[config.mk]
export PLATFORM = sky130hd
export DESIGN_NAME = psum_adder_tree_pipe
export DESIGN_NICKNAME = d
export VERILOG_FILES = /design/src/rtl/psum_adder_tree_pipe.sv
export SDC_FILE = /design/constraint.sdc
export NUM_CORES = 1
export LEC_CHECK = 0
export BUFFER_PORTS_ARGS = -buffer_cell sky130_fd_sc_hd__buf_2
export CAP_MARGIN = 0
export CORE_MARGIN = 2
export CORE_UTILIZATION = 45
export CTS_CLUSTER_SIZE = 28
export DETAILED_ROUTE_END_ITERATION = 10
export PLACE_DENSITY = 0.72
export REMOVE_ABC_BUFFERS = 1
export SYNTH_ARGS = -nofsm -noshare
export SYNTH_HDL_FRONTEND = slang
export SYNTH_HIERARCHICAL = 1
export SYNTH_SLANG_ARGS = --single-unit
export TNS_END_PERCENT = 1
[constraint.sdc]
create_clock -name clk -period 2.7 [get_ports clk]
set_input_delay 0.27 -clock clk [delete_from_list [all_inputs] [get_ports clk]]
set_output_delay 0.27 -clock clk [all_outputs]
set_load 0.01 [all_outputs]
[src/rtl/psum_adder_tree_pipe.sv]
// Pipelined partial-sum adder tree with cross-beat group accumulation.
// N_IN signed operands are reduced through ceil(log2(N_IN)) registered adder
// levels. The root sum is then folded into an accumulator across first/last
// delimited groups, and the group total is clamped or truncated to OW bits.
// A single advance signal freezes the whole pipe while a result waits downstream.

// One registered two-input adder node of the tree.
module psum_add_node #(
  parameter int AW = 24
) (
  input  logic                 clk,
  input  logic                 rst,
  input  logic                 en,
  input  logic signed [AW-1:0] a,
  input  logic signed [AW-1:0] b,
  output logic signed [AW-1:0] s
);
  // register the pair sum whenever the pipe advances
  always_ff @(posedge clk) begin
    if (rst)     s <= '0;
    else if (en) s <= a + b;
  end
endmodule

module psum_adder_tree_pipe #(
  parameter int N_IN = 14,
  parameter int DW   = 16,
  parameter int AW   = 24,
  parameter int OW   = 16,
  parameter int SAT  = 1
) (
  input  logic                 clk,
  input  logic                 rst,
  input  logic                 in_valid,
  output logic                 in_ready,
  input  logic signed [DW-1:0] in_data [0:N_IN-1],
  input  logic                 in_first,
  input  logic                 in_last,
  output logic                 out_valid,
  input  logic                 out_ready,
  output logic signed [OW-1:0] out_sum,
  output logic                 out_sat
);
  localparam int L = $clog2(N_IN);

  // node count at tree level k (level 0 = the raw operands)
  function automatic int lvl_cnt(input int k);
    return (N_IN + (1 << k) - 1) >> k;
  endfunction

  // start index of level k inside the flattened node array
  function automatic int lvl_off(input int k);
    int o;
    o = 0;
    for (int i = 0; i < k; i++) o += lvl_cnt(i);
    return o;
  endfunction

  localparam int TOT = lvl_off(L + 1);

  // every node of every level, level 0 first; each entry has exactly one driver
  logic [AW-1:0] lvl [TOT];

  logic adv;
  logic [L:1] vld_pipe, fst_pipe, lst_pipe;

  // one global advance: everything moves unless a result is stuck at the output
  assign adv      = !out_valid || out_ready;
  assign in_ready = adv;

  // level 0: sign-extend operands to accumulator width so the tree never truncates
  for (genvar j = 0; j < N_IN; j++) begin : g_in
    assign lvl[j] = {{(AW-DW){in_data[j][DW-1]}}, in_data[j]};
  end

  // levels 1..L: pair up the previous level; an odd leftover pairs with zero
  for (genvar k = 1; k <= L; k++) begin : g_lvl
    localparam int CNT  = lvl_cnt(k);
    localparam int PCNT = lvl_cnt(k-1);
    localparam int OFF  = lvl_off(k);
    localparam int POFF = lvl_off(k-1);
    for (genvar j = 0; j < CNT; j++) begin : g_node
      if (2*j+1 < PCNT) begin : g_pair
        psum_add_node #(.AW(AW)) u_node (
          .clk(clk), .rst(rst), .en(adv),
          .a(lvl[POFF+2*j]), .b(lvl[POFF+2*j+1]), .s(lvl[OFF+j])
        );
      end else begin : g_pad
        psum_add_node #(.AW(AW)) u_node (
          .clk(clk), .rst(rst), .en(adv),
          .a(lvl[POFF+2*j]), .b({AW{1'b0}}), .s(lvl[OFF+j])
        );
      end
    end
  end

  // valid/first/last tags travel alongside the tree data, one stage per level
  always_ff @(posedge clk) begin
    if (rst) begin
      vld_pipe <= '0;
      fst_pipe <= '0;
      lst_pipe <= '0;
    end else if (adv) begin
      vld_pipe[1] <= in_valid;
      fst_pipe[1] <= in_first;
      lst_pipe[1] <= in_last;
      for (int i = 2; i <= L; i++) begin
        vld_pipe[i] <= vld_pipe[i-1];
        fst_pipe[i] <= fst_pipe[i-1];
        lst_pipe[i] <= lst_pipe[i-1];
      end
    end
  end

  logic signed [AW-1:0] tree, acc, acc_nxt;
  logic signed [OW-1:0] res;
  logic                 res_sat, ovf;

  assign tree = lvl[TOT-1];
  // a first beat restarts the group; acc is already zero after a last
  assign acc_nxt = fst_pipe[L] ? tree : acc + tree;
  // value fits in OW bits iff all bits from OW-1 upward agree with the sign
  assign ovf = !((&acc_nxt[AW-1:OW-1]) || !(|acc_nxt[AW-1:OW-1]));

  // clamp to the OW range or keep the low bits
  always_comb begin
    res     = acc_nxt[OW-1:0];
    res_sat = 1'b0;
    if (SAT != 0 && ovf) begin
      res_sat = 1'b1;
      res     = acc_nxt[AW-1] ? {1'b1, {(OW-1){1'b0}}} : {1'b0, {(OW-1){1'b1}}};
    end
  end

  // accumulate stage and output register; a last beat publishes and clears acc
  always_ff @(posedge clk) begin
    if (rst) begin
      acc       <= '0;
      out_valid <= 1'b0;
      out_sum   <= '0;
      out_sat   <= 1'b0;
    end else if (adv) begin
      if (vld_pipe[L] && lst_pipe[L]) begin
        acc       <= '0;
        out_sum   <= res;
        out_sat   <= res_sat;
        out_valid <= 1'b1;
      end else begin
        if (vld_pipe[L]) acc <= acc_nxt;
        out_valid <= 1'b0;
      end
    end
  end
endmodule

==> qor.yml, run 1 <==
synth:
  netlist_instances: 4091
  synth_seq_area_share: 0.2307
  avgSynthCellArea_um2: 8.272
  netlist-cell-type-count: 103
  ys.flop_type: "dfxtp_1"
  synth_edf_count: 0
  synthArstFlopShare: 0
  synth.ff_latch_count: 390
  ys.warnings.count: 6
  netlist_area_um2: 33840
global_route:
  grt_pass1_wl_um: 151500
  grt_max_degree: 90
  overflow: 0
  grt_pass1_vias: 30002
  grt_usage: 0.2312
  antenna_found_initial: 2
routing:
  drt_pre_antenna_iters: 6
  vias_per_cell: 5.878
  routed_wl_um: 93280
  wl_per_cell_um: 17.23
  drcViolationCount: 0
  vias: 31830
  ant_nets: 0
  drtIter0Drc: 2030
clock_network:
  clk_latency_ps: 580
  root_buffer: "clkbuf_16"
  numClockSinks: 390
  cts_tree: "yes"
  cts_buffers: 46
  clkSlewWorstSetupHoldPaths_ps: 60
  clock_path_buffers: 3
  cts.htree.levels: 2
timing:
  final.setup_skew_ps: 18.24
  min_period_ps: 3137
  slew_violations: 0
  relSlewSlack: 0.5576
  setup_tns_ps: -6178
  setup_slack_ps: -437.2
  period_share: 1.162
  rsz0062_at_grt: "true"
  setup_viol: 16
  max_freq_mhz: 318.8
  finalHoldViolations: 0
  max_slew.worst_pin.slew_ps: 662.7
power_and_ir_drop:
  p_comb_frac: 0.400
  clkPwrFrac: 0.283
  seqPwrFrac: 0.317
  irDropWorstVdd_v: 0.0005119
  power_switching_mw: 8.753
  power_density_nw_per_um2: 608.3
  swShare: 0.3691
  power.internal_mw: 14.96
  leakage_nw: 17.51
min_path:
  worstHoldPathCells: 4
  hold_start: "in_data[160]"
  min_delay_worst_endpoint: "g_lvl[1].g_node[1].g_pair.u_node/s[0]"
  hold_path.class: "primary input to flip-flop"
placed_design:
  place_congestion: 0.9176
  place.port_buffers: 248
  post-place-ws_ps: -508.1
  dp_hpwl_um: 72100
floorplanning:
  row_count: 100
  io_pins: 249
  start_util: 0.4546
  core_area_um2: 74450
  die_x_um: 278.2
  fp.dieH_um: 278.2
  dieArea_um2: 77410
worst_setup_path:
  cp-end-kind: "flip-flop"
  crit_type: "flip-flop to flip-flop"
  worstReg2RegStart: "g_lvl[4].g_node[0].g_pair.u_node/s[9]"
  crit_required_ps: 3200
  worstPathArrival_ps: 3640
  slowest_delay_ps: 480
  crit_path_frequent_cell: "buf_12"
  cpLargestDelayFamily: "compound AO/OA/AOI/OAI gates"
  crit_fanout: 8
  path_buf_inv: 3
  startpoint_type: "flip-flop"
  cp_cell_sequence: "ha_4 -> buf_6 -> o211ai_1 -> nor4_2 -> o21ai_4 -> o211ai_4 -> o22ai_2 -> a221oi_4 -> o2111ai_4 -> o41ai_4 -> buf_12 -> buf_12 -> nand2_4 -> a211oi_2"
  slowest_stage: "nor4_2"
  reg2reg_depth: 14
  timing.rr.end: "out_sum[5]"
  rrSetupSlack_ps: -440
run_status:
  status: "finished, violations left"
  violations: "setup timing"
job:
  drv_cap: 0
finish:
  fin_util: 0.5236
  syn2layout_area_growth_pct: 15.19
  drive_gt1_frac: 0.1730
  nNetsFinal: 4997
==> stage by stage <==
| step | cells | total power [mW] | area (µm²) | hold WS (ps) |
|---|---|---|---|---|
| 3_3_place_gp | 5315 | 16.52 | 36880 | 440.5 |
| 4_1_cts | 5408 | 23.60 | 38750 | 39.18 |
| 5_1_grt | 5415 | 25.18 | 38980 | 83.14 |
| 2_1_floorplan | 3959 | 13.91 | 33200 | 334.6 |
| 3_5_place_dp | 5315 | 16.64 | 36880 | 445.5 |
| 6_report | 5415 | 23.71 | 38980 | 66.22 |
==> power by group through the flow <==
| stage | combinational [mW] | clock [mW] | sequential (mW) |
|---|---|---|---|
| after detailed placement | 9.05 | 0 | 7.59 |
| after global placement | 8.95 | 0 | 7.57 |
| final | 9.49 | 6.71 | 7.52 |
| after floorplan | 6.68 | 0 | 7.23 |
| after CTS | 9.24 | 6.88 | 7.48 |
| after global routing | 10.5 | 7.09 | 7.60 |
==> cell usage after synthesis (47+ instances only) <==
library cell | instances | share of area
xor2_1 | 48 | 0.012
dfxtp_1 | 390 | 0.23
inv_1 | 121 | 0.013
nor2_1 | 414 | 0.046
nor3_1 | 70 | 0.010
clkbuf_1 | 91 | 0.010
ha_1 | 345 | 0.13
mux2i_1 | 138 | 0.041
o21a_1 | 65 | 0.014
xnor2_1 | 117 | 0.030
nand3_1 | 94 | 0.014
or3_1 | 59 | 0.011
nand2_1 | 401 | 0.044
a211oi_1 | 76 | 0.017
a21oi_1 | 245 | 0.036
o211ai_1 | 51 | 0.011
o21ai_0 | 126 | 0.019
a21oi_2 | 47 | 0.012
nand4_1 | 50 | 0.0092
a21o_1 | 138 | 0.031
==> routing by layer <==
layer / part of all wire / up-vias / global-route usage / wire, µm
li1: - / 16067 / - / -
met1: 0.48 / 14904 / 0.3210 / 44910
met2: 0.45 / 713 / 0.3794 / 42010
met3: 0.044 / 144 / 0.02510 / 4058
met4: 0.024 / 2 / 0.06251 / 2285
met5: 0.00012 / - / 0 / 11
==> how the worst max path moves through the flow <==
stage	endpoint	cells past startpoint	slack, ps	startpoint
2_1_floorplan	out_sat	8	-11120	out_valid
3_3_place_gp	out_sum[3]	15	-430	g_lvl[4].g_node[0].g_pair.u_node/s[0]
3_5_place_dp	out_sum[4]	15	-510	g_lvl[4].g_node[0].g_pair.u_node/s[0]
4_1_cts	out_sum[4]	16	-460	acc[0]
5_1_grt	out_sum[5]	14	-580	g_lvl[4].g_node[0].g_pair.u_node/s[9]
6_report	out_sum[5]	14	-440	g_lvl[4].g_node[0].g_pair.u_node/s[9]
==> repair_timing <==
item / in CTS / in global routing
endpoints found under the setup margin: 19 / 35
buffers inserted: 4 / 6
pin swaps: 24 / 26
endpoints found under the hold margin: 3 / 0
resized for setup: 40 / 33
hold buffers: 3 / 0
==> worst register-to-register path, delay by kind of cell, from the launching register on <==
family | cells | cell delay (ps)
and+or+nand+nor | 2 | 530
buffers and inverters | 3 | 370
AOI/OAI and AO/OA | 8 | 1540
adders and majority gates | 1 | 280
DFF | 1 | 330
==> layout by cell type, fill, tap and decap left out, types with 41 or more instances in the layout <==
cell	instances
a21o_1	138
xor2_1	48
nor2b_1	44
a211oi_1	70
mux2i_1	138
o21ai_0	125
or3_1	59
nand2_1	388
inv_1	119
o21bai_1	41
nand4_1	50
o21a_1	65
ha_1	336
buf_4	132
clkbuf_16	47
a21oi_1	239
dfxtp_1	385
o211ai_1	51
xnor2_1	116
nor2_1	414
buf_2	247
nand3_1	94
a21oi_2	52
nor3_1	68
==> final cells by class <==
type                            instances  area [µm²]
Inverter                              129       491.7
Multi-Input combinational cell       3440       25230
Timing Repair Buffer                  400        2595
Clock buffer                           65        1324
Clock inverter                         21       315.3
Antenna cell                            1       2.502
Sequential cell                       390        7814
Fill cell                            6973       35460
Tap cell                              969        1212
==> kinds of logic after synthesis <==
kind of cell | after synthesis | synth area share
AND/OR/NAND/NOR | 1404 | 0.2045
AO/OA/AOI/OAI | 1344 | 0.3074
flip-flops | 390 | 0.2307
adder cells (fa/ha/maj) | 360 | 0.1364
buffers and inverters | 285 | 0.03586
XOR/XNOR | 166 | 0.04318
multiplexers | 141 | 0.04181
other | 1 | 0.0001108
==> registers in the layout, summed over array words and instances, names as in the netlist <==
signal                        flops
acc                              24
fst_pipe                          4
g_lvl.g_node.g_pad.u_node/s      24
g_lvl.g_node.g_pair.u_node/s    312
lst_pipe                          4
out_sat                           1
out_sum                          16
out_valid                         1
vld_pipe                          4
Power figures use the tool's default switching activity.
==> run 2, diff against run 1 <==
==> constraint.sdc (replaced) <==
create_clock -name clk -period 2.7 [get_ports clk]
set_input_delay 0.54 -clock clk [delete_from_list [all_inputs] [get_ports clk]]
set_output_delay 0.54 -clock clk [all_outputs]
set_load 0.01 [all_outputs]
==> qor.yml, run 2 (same netlist as run 1, synthesis figures left out) <==
run_status:
  status: "finished, violations left"
  violations: "setup timing"
worst_setup_path:
  slowest_stage: "or3_2"
  cp_cell_sequence: "ha_1 -> a21oi_1 -> o21a_1 -> o221ai_1 -> o21a_1 -> or3_2 -> a31o_2 -> o2111ai_2 -> o41ai_4 -> buf_12 -> buf_12 -> buf_4 -> a211oi_2"
  crit_type: "flip-flop to flip-flop"
  cp-end-kind: "flip-flop"
  crit_end: "out_sat"
  crit_required_ps: 3200  # about the same
  worstPathArrival_ps: 3530  # -110 ps
  rrSetupSlack_ps: -330  # +110 ps
  timing.rr.end: "out_sat"
  startpoint_type: "flip-flop"
  worstReg2RegStart: "g_lvl[4].g_node[0].g_pair.u_node/s[4]"
  crit_fanout: 8  # unchanged
  slowest_delay_ps: 430  # -50 ps
  reg2reg_depth: 13  # -1
  startpoint: "g_lvl[4].g_node[0].g_pair.u_node/s[4]"
placed_design:
  place.port_buffers: 248  # unchanged
  dp_hpwl_um: 71660  # -0.61%
  post-place-ws_ps: -486.2  # +21.94 ps
  place_congestion: 0.9322  # +1.6%
timing:
  min_period_ps: 3030  # -107.2 ps
  timing.hold.ws_ps: 211.9  # +145.7 ps
  max_slew.worst_pin.slew_ps: 799.9  # +137.2 ps
  rsz0062_at_grt: "true"
  finalHoldViolations: 0  # unchanged
  setup_slack_ps: -330.1  # +107.2 ps
  slew_violations: 0  # unchanged
  setup_tns_ps: -4826  # +1352 ps
  final.setup_skew_ps: 15.87  # -2.371 ps
  period_share: 1.122  # -0.03970
  max_freq_mhz: 330.0  # +3.5%
  relSlewSlack: 0.4647  # -0.09283
  setup_viol: 18  # +2
clock_network:
  clkSlewWorstSetupHoldPaths_ps: 70  # about the same
  numClockSinks: 390  # unchanged
  cts.htree.levels: 2  # unchanged
  cts_buffers: 46  # unchanged
  clock_path_buffers: 3  # unchanged
  clk_latency_ps: 580  # about the same
  root_buffer: "clkbuf_16"
  cts_tree: "yes"
  hold_buffers: 0  # -3
finish:
  final_common_cell: "nor2_1"
  largest_reg_flops: 312  # unchanged
  fin_util: 0.5293  # +0.005631
  nNetsFinal: 5053  # +1.1%
  layout_common_cells: "nor2_1, nand2_1, dfxtp_1, ha_1, buf_2"
  syn2layout_area_growth_pct: 16.43
  drive_gt1_frac: 0.1843  # +0.01130
  largest-register: "g_lvl.g_node.g_pair.u_node/s"
  reg_top3: "g_lvl.g_node.g_pair.u_node/s (312), acc (24), g_lvl.g_node.g_pad.u_node/s (24)"
  antenna_cells: 0  # -1
  fill_cells: 6925  # -0.69%
floorplanning:
  dieArea_um2: 77410  # unchanged
  core_area_um2: 74450  # unchanged
  io_pins: 249  # unchanged
  die_x_um: 278.2  # unchanged
  fp.dieH_um: 278.2  # unchanged
  start_util: 0.4546  # unchanged
  row_count: 100  # unchanged
global_route:
  grt_pass1_vias: 30148  # +0.49%
  grt_usage: 0.2290  # -0.002153
  grt_pass1_wl_um: 150900  # -0.36%
  grtUsageMet3: 0.02275  # -0.002351
  overflow: 0  # unchanged
  grt.busiest_layer: "met2"
  grt_util_met2: 0.3776  # -0.001795
  antenna_found_initial: 0  # -2
  grt_util_met1: 0.3206  # -0.0004739
  grt_max_degree: 77  # -14%
routing:
  drtIter0Drc: 2135  # +5.2%
  ant_nets: 0  # unchanged
  drcViolationCount: 0  # unchanged
  vias: 32074  # +0.77%
  wl_per_cell_um: 16.78  # -2.6%
  drt_pre_antenna_iters: 5  # -1
  routed_wl_um: 91730  # -1.7%
  vias_per_cell: 5.867  # -0.19%
power_and_ir_drop:
  swShare: 0.3622  # -0.006885
  irDropWorstVdd_v: 0.0004492  # -12%
  seqPwrFrac: 0.312  # -0.005
  leakage_nw: 17.81  # +1.7%
  power_switching_mw: 8.716  # -0.42%
  fin_total_pwr_mw: 24.06  # +1.5%
  p_comb_frac: 0.396  # -0.004
  power.internal_mw: 15.35  # +2.6%
  clkPwrFrac: 0.291  # +0.008
  power_density_nw_per_um2: 610.7  # +0.39%
min_path:
  hold_path.class: "primary input to flip-flop"
  worstHoldPathCells: 3  # -1
job:
  drv_cap: 0  # unchanged
-- run 2: worst min-delay path by stage --
stage	slack, ps	startpoint	end
floorplan	430	fst_pipe[1]	fst_pipe[1]
global route	210	in_last	lst_pipe[1]
CTS	180	in_first	fst_pipe[1]
finish	210	in_first	fst_pipe[1]
global placement	440	lst_pipe[1]	lst_pipe[1]
detailed placement	440	vld_pipe[2]	vld_pipe[2]
-- run 2: final cells by class --
class                           instances  area (µm²)  area share
Timing Repair Buffer                  456        2979     0.07561
Sequential cell                       390        7814      0.1983
Multi-Input combinational cell       3440       25190      0.6393
Tap cell                              969        1212     0.03077
Inverter                              129       491.7     0.01248
Clock inverter                         20       379.1    0.009622
Clock buffer                           63        1335     0.03388
-- run 2: through the flow --
| step | std cells | instance area [µm²] |
|---|---|---|
| 3_3_place_gp | 5374 | 37300 |
| 4_1_cts | 5464 | 39180 |
| 3_5_place_dp | 5374 | 37300 |
| 2_1_floorplan | 3959 | 33200 |
| 5_1_grt | 5467 | 39400 |
| 6_report | 5467 | 39400 |
-- run 2: power by group through the flow --
stage                     registers, mW  clock network (mW)  logic, mW
after floorplan                    7.23                   0       6.68
after global placement             7.58                   0       9.00
after detailed placement           7.60                   0       9.12
after CTS                          7.49                7.15       9.31
after global routing               7.60                7.36       10.6
final                              7.51                7.01       9.54
-- run 2: critical path, delay by kind of cell, from the launching register on --
family                     cells  cell delay [ps]
AOI/OAI and AO/OA              8             1440
and+or+nand+nor                1              430
DFF                            1              320
adders and majority gates      1              350
buffers and inverters          3              420
-- run 2: layer usage --
| metal | vias to the layer above | wire length, µm |
|---|---|---|
| li1 | 16182 | - |
| met1 | 15008 | 44260 |
| met2 | 771 | 41580 |
| met3 | 113 | 4105 |
| met4 | 0 | 1786 |
| met5 | - | 0 |
-- run 2: what timing repair did --
action	in CTS	in global routing
setup buffers	7	4
pin swaps	24	25
resized for setup	32	36
setup endpoints to repair	19	35
==> run 3, diff against run 2 <==
--- a/config.mk
+++ b/config.mk
@@ -8,11 +8,11 @@
 export BUFFER_PORTS_ARGS = -buffer_cell sky130_fd_sc_hd__buf_2
 export CAP_MARGIN = 0
 export CORE_MARGIN = 2
-export CORE_UTILIZATION = 45
+export CORE_UTILIZATION = 57
 export CTS_CLUSTER_SIZE = 28
 export DETAILED_ROUTE_END_ITERATION = 10
-export PLACE_DENSITY = 0.72
-export REMOVE_ABC_BUFFERS = 1
+export GPL_ROUTABILITY_DRIVEN = 1
+export PLACE_DENSITY = 0.86
 export SYNTH_ARGS = -nofsm -noshare
 export SYNTH_HDL_FRONTEND = slang
 export SYNTH_HIERARCHICAL = 1
==> qor.yml, run 3 (same netlist as run 1, synthesis figures left out) <==
run_status:
  status: "finished, violations left"
  violations: "setup timing"
clock_network:
  clkSlewWorstSetupHoldPaths_ps: 60  # about the same
  root_buffer: "clkbuf_16"
  cts.htree.levels: 2  # unchanged
  cts_tree: "yes"
  numClockSinks: 390  # unchanged
  hold_buffers: 0  # unchanged
  cts_buffers: 45  # -2.2%
  clock_path_buffers: 3  # unchanged
  clk_latency_ps: 590  # about the same
timing:
  max_slew.worst_pin.slew_ps: 683.2  # -116.7 ps
  min_period_ps: 3068  # +38.20 ps
  relSlewSlack: 0.5397  # +0.07499
  setup_slack_ps: -368.3  # -38.20 ps
  rsz0062_at_grt: "true"
  setup_viol: 18  # unchanged
  period_share: 1.136  # +0.01415
  slew_violations: 0  # unchanged
  max_freq_mhz: 325.9  # -1.2%
  finalHoldViolations: 0  # unchanged
  timing.hold.ws_ps: 204.5  # -7.445 ps
  final.setup_skew_ps: 25.80  # +9.928 ps
routing:
  ant_nets: 0  # unchanged
  vias_per_cell: 6.251  # +6.5%
  drtIter0Drc: 2341  # +9.6%
  vias: 32880  # +2.5%
  drt_pre_antenna_iters: 10  # +5
  wl_per_cell_um: 17.47  # +4.1%
  routed_wl_um: 91900  # +0.18%
  drcViolationCount: 0  # unchanged
job:
  drv_cap: 0  # unchanged
worst_setup_path:
  crit_type: "flip-flop to flip-flop"
  cp-end-kind: "flip-flop"
  crit_end: "out_sum[8]"
  reg2reg_depth: 15  # +2
  timing.rr.end: "out_sum[8]"
  worstPathArrival_ps: 3580  # +50 ps
  startpoint_type: "flip-flop"
  worstReg2RegStart: "g_lvl[4].g_node[0].g_pair.u_node/s[7]"
  crit_fanout: 8  # unchanged
  startpoint: "g_lvl[4].g_node[0].g_pair.u_node/s[7]"
  rrSetupSlack_ps: -370  # -40 ps
  crit_required_ps: 3210  # about the same
floorplanning:
  core_area_um2: 58910  # -21%
  dieArea_um2: 61340  # -21%
  io_pins: 249  # unchanged
  fp.dieH_um: 247.7  # -11%
  start_util: 0.5745  # +0.1199
  row_count: 89  # -11%
  die_x_um: 247.7  # -11%
finish:
  drive_gt1_frac: 0.1821  # -0.002223
  nNetsFinal: 5042  # -0.22%
  reg_top3: "g_lvl.g_node.g_pair.u_node/s (312), acc (24), g_lvl.g_node.g_pad.u_node/s (24)"
  layout_common_cells: "nor2_1, nand2_1, dfxtp_1, ha_1, buf_2"
  largest_reg_flops: 312  # unchanged
  fill_cells: 4740  # -32%
  final_common_cell: "nor2_1"
  largest-register: "g_lvl.g_node.g_pair.u_node/s"
  antenna_cells: 0  # unchanged
  syn2layout_area_growth_pct: 15.14
placed_design:
  place_congestion: 0.9550  # +2.4%
  dp_hpwl_um: 71070  # -0.82%
  place.port_buffers: 248  # unchanged
power_and_ir_drop:
  irDropWorstVdd_v: 0.0005912  # +32%
  leakage_nw: 17.69  # -0.70%
  power_density_nw_per_um2: 603.6  # -1.2%
  fin_total_pwr_mw: 23.52  # -2.3%
global_route:
  antenna_found_initial: 0  # unchanged
  grt_usage: 0.2891  # +0.06006
  grt_pass1_vias: 30706  # +1.9%
  overflow: 0  # unchanged
  grt_pass1_wl_um: 149600  # -0.92%
  grt_max_degree: 67  # -13%
min_path:
  hold_path.class: "primary input to flip-flop"
-- run 3: changes by cell type in the layout (fill, tap and decap cells not counted), sizes merged --
| cell | previous run | this run |
|---|---|---|
| buf | 456 | 445 |
| clkinv | 12 | 20 |
| clkbuf | 63 | 57 |
| bufinv | 10 | 5 |
| clkinvlp | 1 | 6 |
| inv | 126 | 123 |
| bufbuf | 0 | 1 |
-- run 3: timing repair --
action                     CTS  global route
setup buffers                4             2
hold endpoints to repair     0             0
pin swaps                   15            11
gates resized for setup     20            20
setup endpoints to repair   19            30
gates cloned                 1             0
-- run 3: layout make-up --
| cell class | count | area (µm²) | share of cell area |
|---|---|---|---|
| Clock buffer | 57 | 1272 | 0.03266 |
| Clock inverter | 25 | 299.0 | 0.007675 |
| Sequential cell | 390 | 7811 | 0.2005 |
| Inverter | 129 | 491.7 | 0.01262 |
| Timing Repair Buffer | 446 | 2913 | 0.07475 |
| Multi-Input combinational cell | 3440 | 25210 | 0.6470 |
| Tap cell | 773 | 967.2 | 0.02482 |
-- run 3: worst max-delay path, stage by stage (launching register included) --
cell      delay [ps]
dfxtp_1          310
ha_1             350
buf_4            180
nand3_1           80
nand2_1          110
a221oi_4         340
o21ai_2          120
a21oi_2          160
xnor2_1          150
nor2_1            90
o41ai_4          450
buf_4            190
buf_12           110
buf_4            100
nand2_2           50
a211oi_2         200
-- run 3: how the worst min path moves through the flow --
stage / startpoint / to / slack, ps / cells past startpoint
after global placement: vld_pipe[2] / vld_pipe[2] / 440 / 2
after floorplan: g_lvl[1].g_node[1].g_pair.u_node/s[16] / g_lvl[1].g_node[1].g_pair.u_node/s[16] / 430 / 2
after CTS: in_valid / vld_pipe[1] / 170 / 3
after detailed placement: vld_pipe[2] / vld_pipe[2] / 450 / 2
final: in_valid / vld_pipe[1] / 200 / 3
after global routing: in_valid / vld_pipe[1] / 210 / 3
-- run 3: layer usage --
metal	vias up	global-route usage	wire, µm
li1	16168	-	-
met1	15488	0.3892	41500
met2	1055	0.4834	42490
met3	169	0.03363	5547
met4	0	0.08859	2353
met5	-	0	0
-- run 3: power by group --
| group | leakage (nW) | total (mW) | switching, mW | internal [mW] |
|---|---|---|---|---|
| clock | 0.763 | 6.45 | 2.62 | 3.84 |
| sequential | 3.23 | 7.51 | 0.820 | 6.69 |
| combinational | 13.7 | 9.55 | 5.39 | 4.16 |
-- run 3: through the flow --
step | setup WS [ps] | setup TNS [ps] | area (µm²) | util | std cells
global placement | -352.2 | -4860 | 37090 | 0.6296 | 5171
floorplan | -243.3 | -3114 | 34020 | - | 4115
detailed placement | -386.1 | -5655 | 37090 | 0.6296 | 5171
finish | -368.3 | -4467 | 38960 | 0.6615 | 5260
CTS | -386.0 | -4666 | 38830 | 0.6592 | 5258
global route | -471.8 | -7276 | 38960 | 0.6615 | 5260
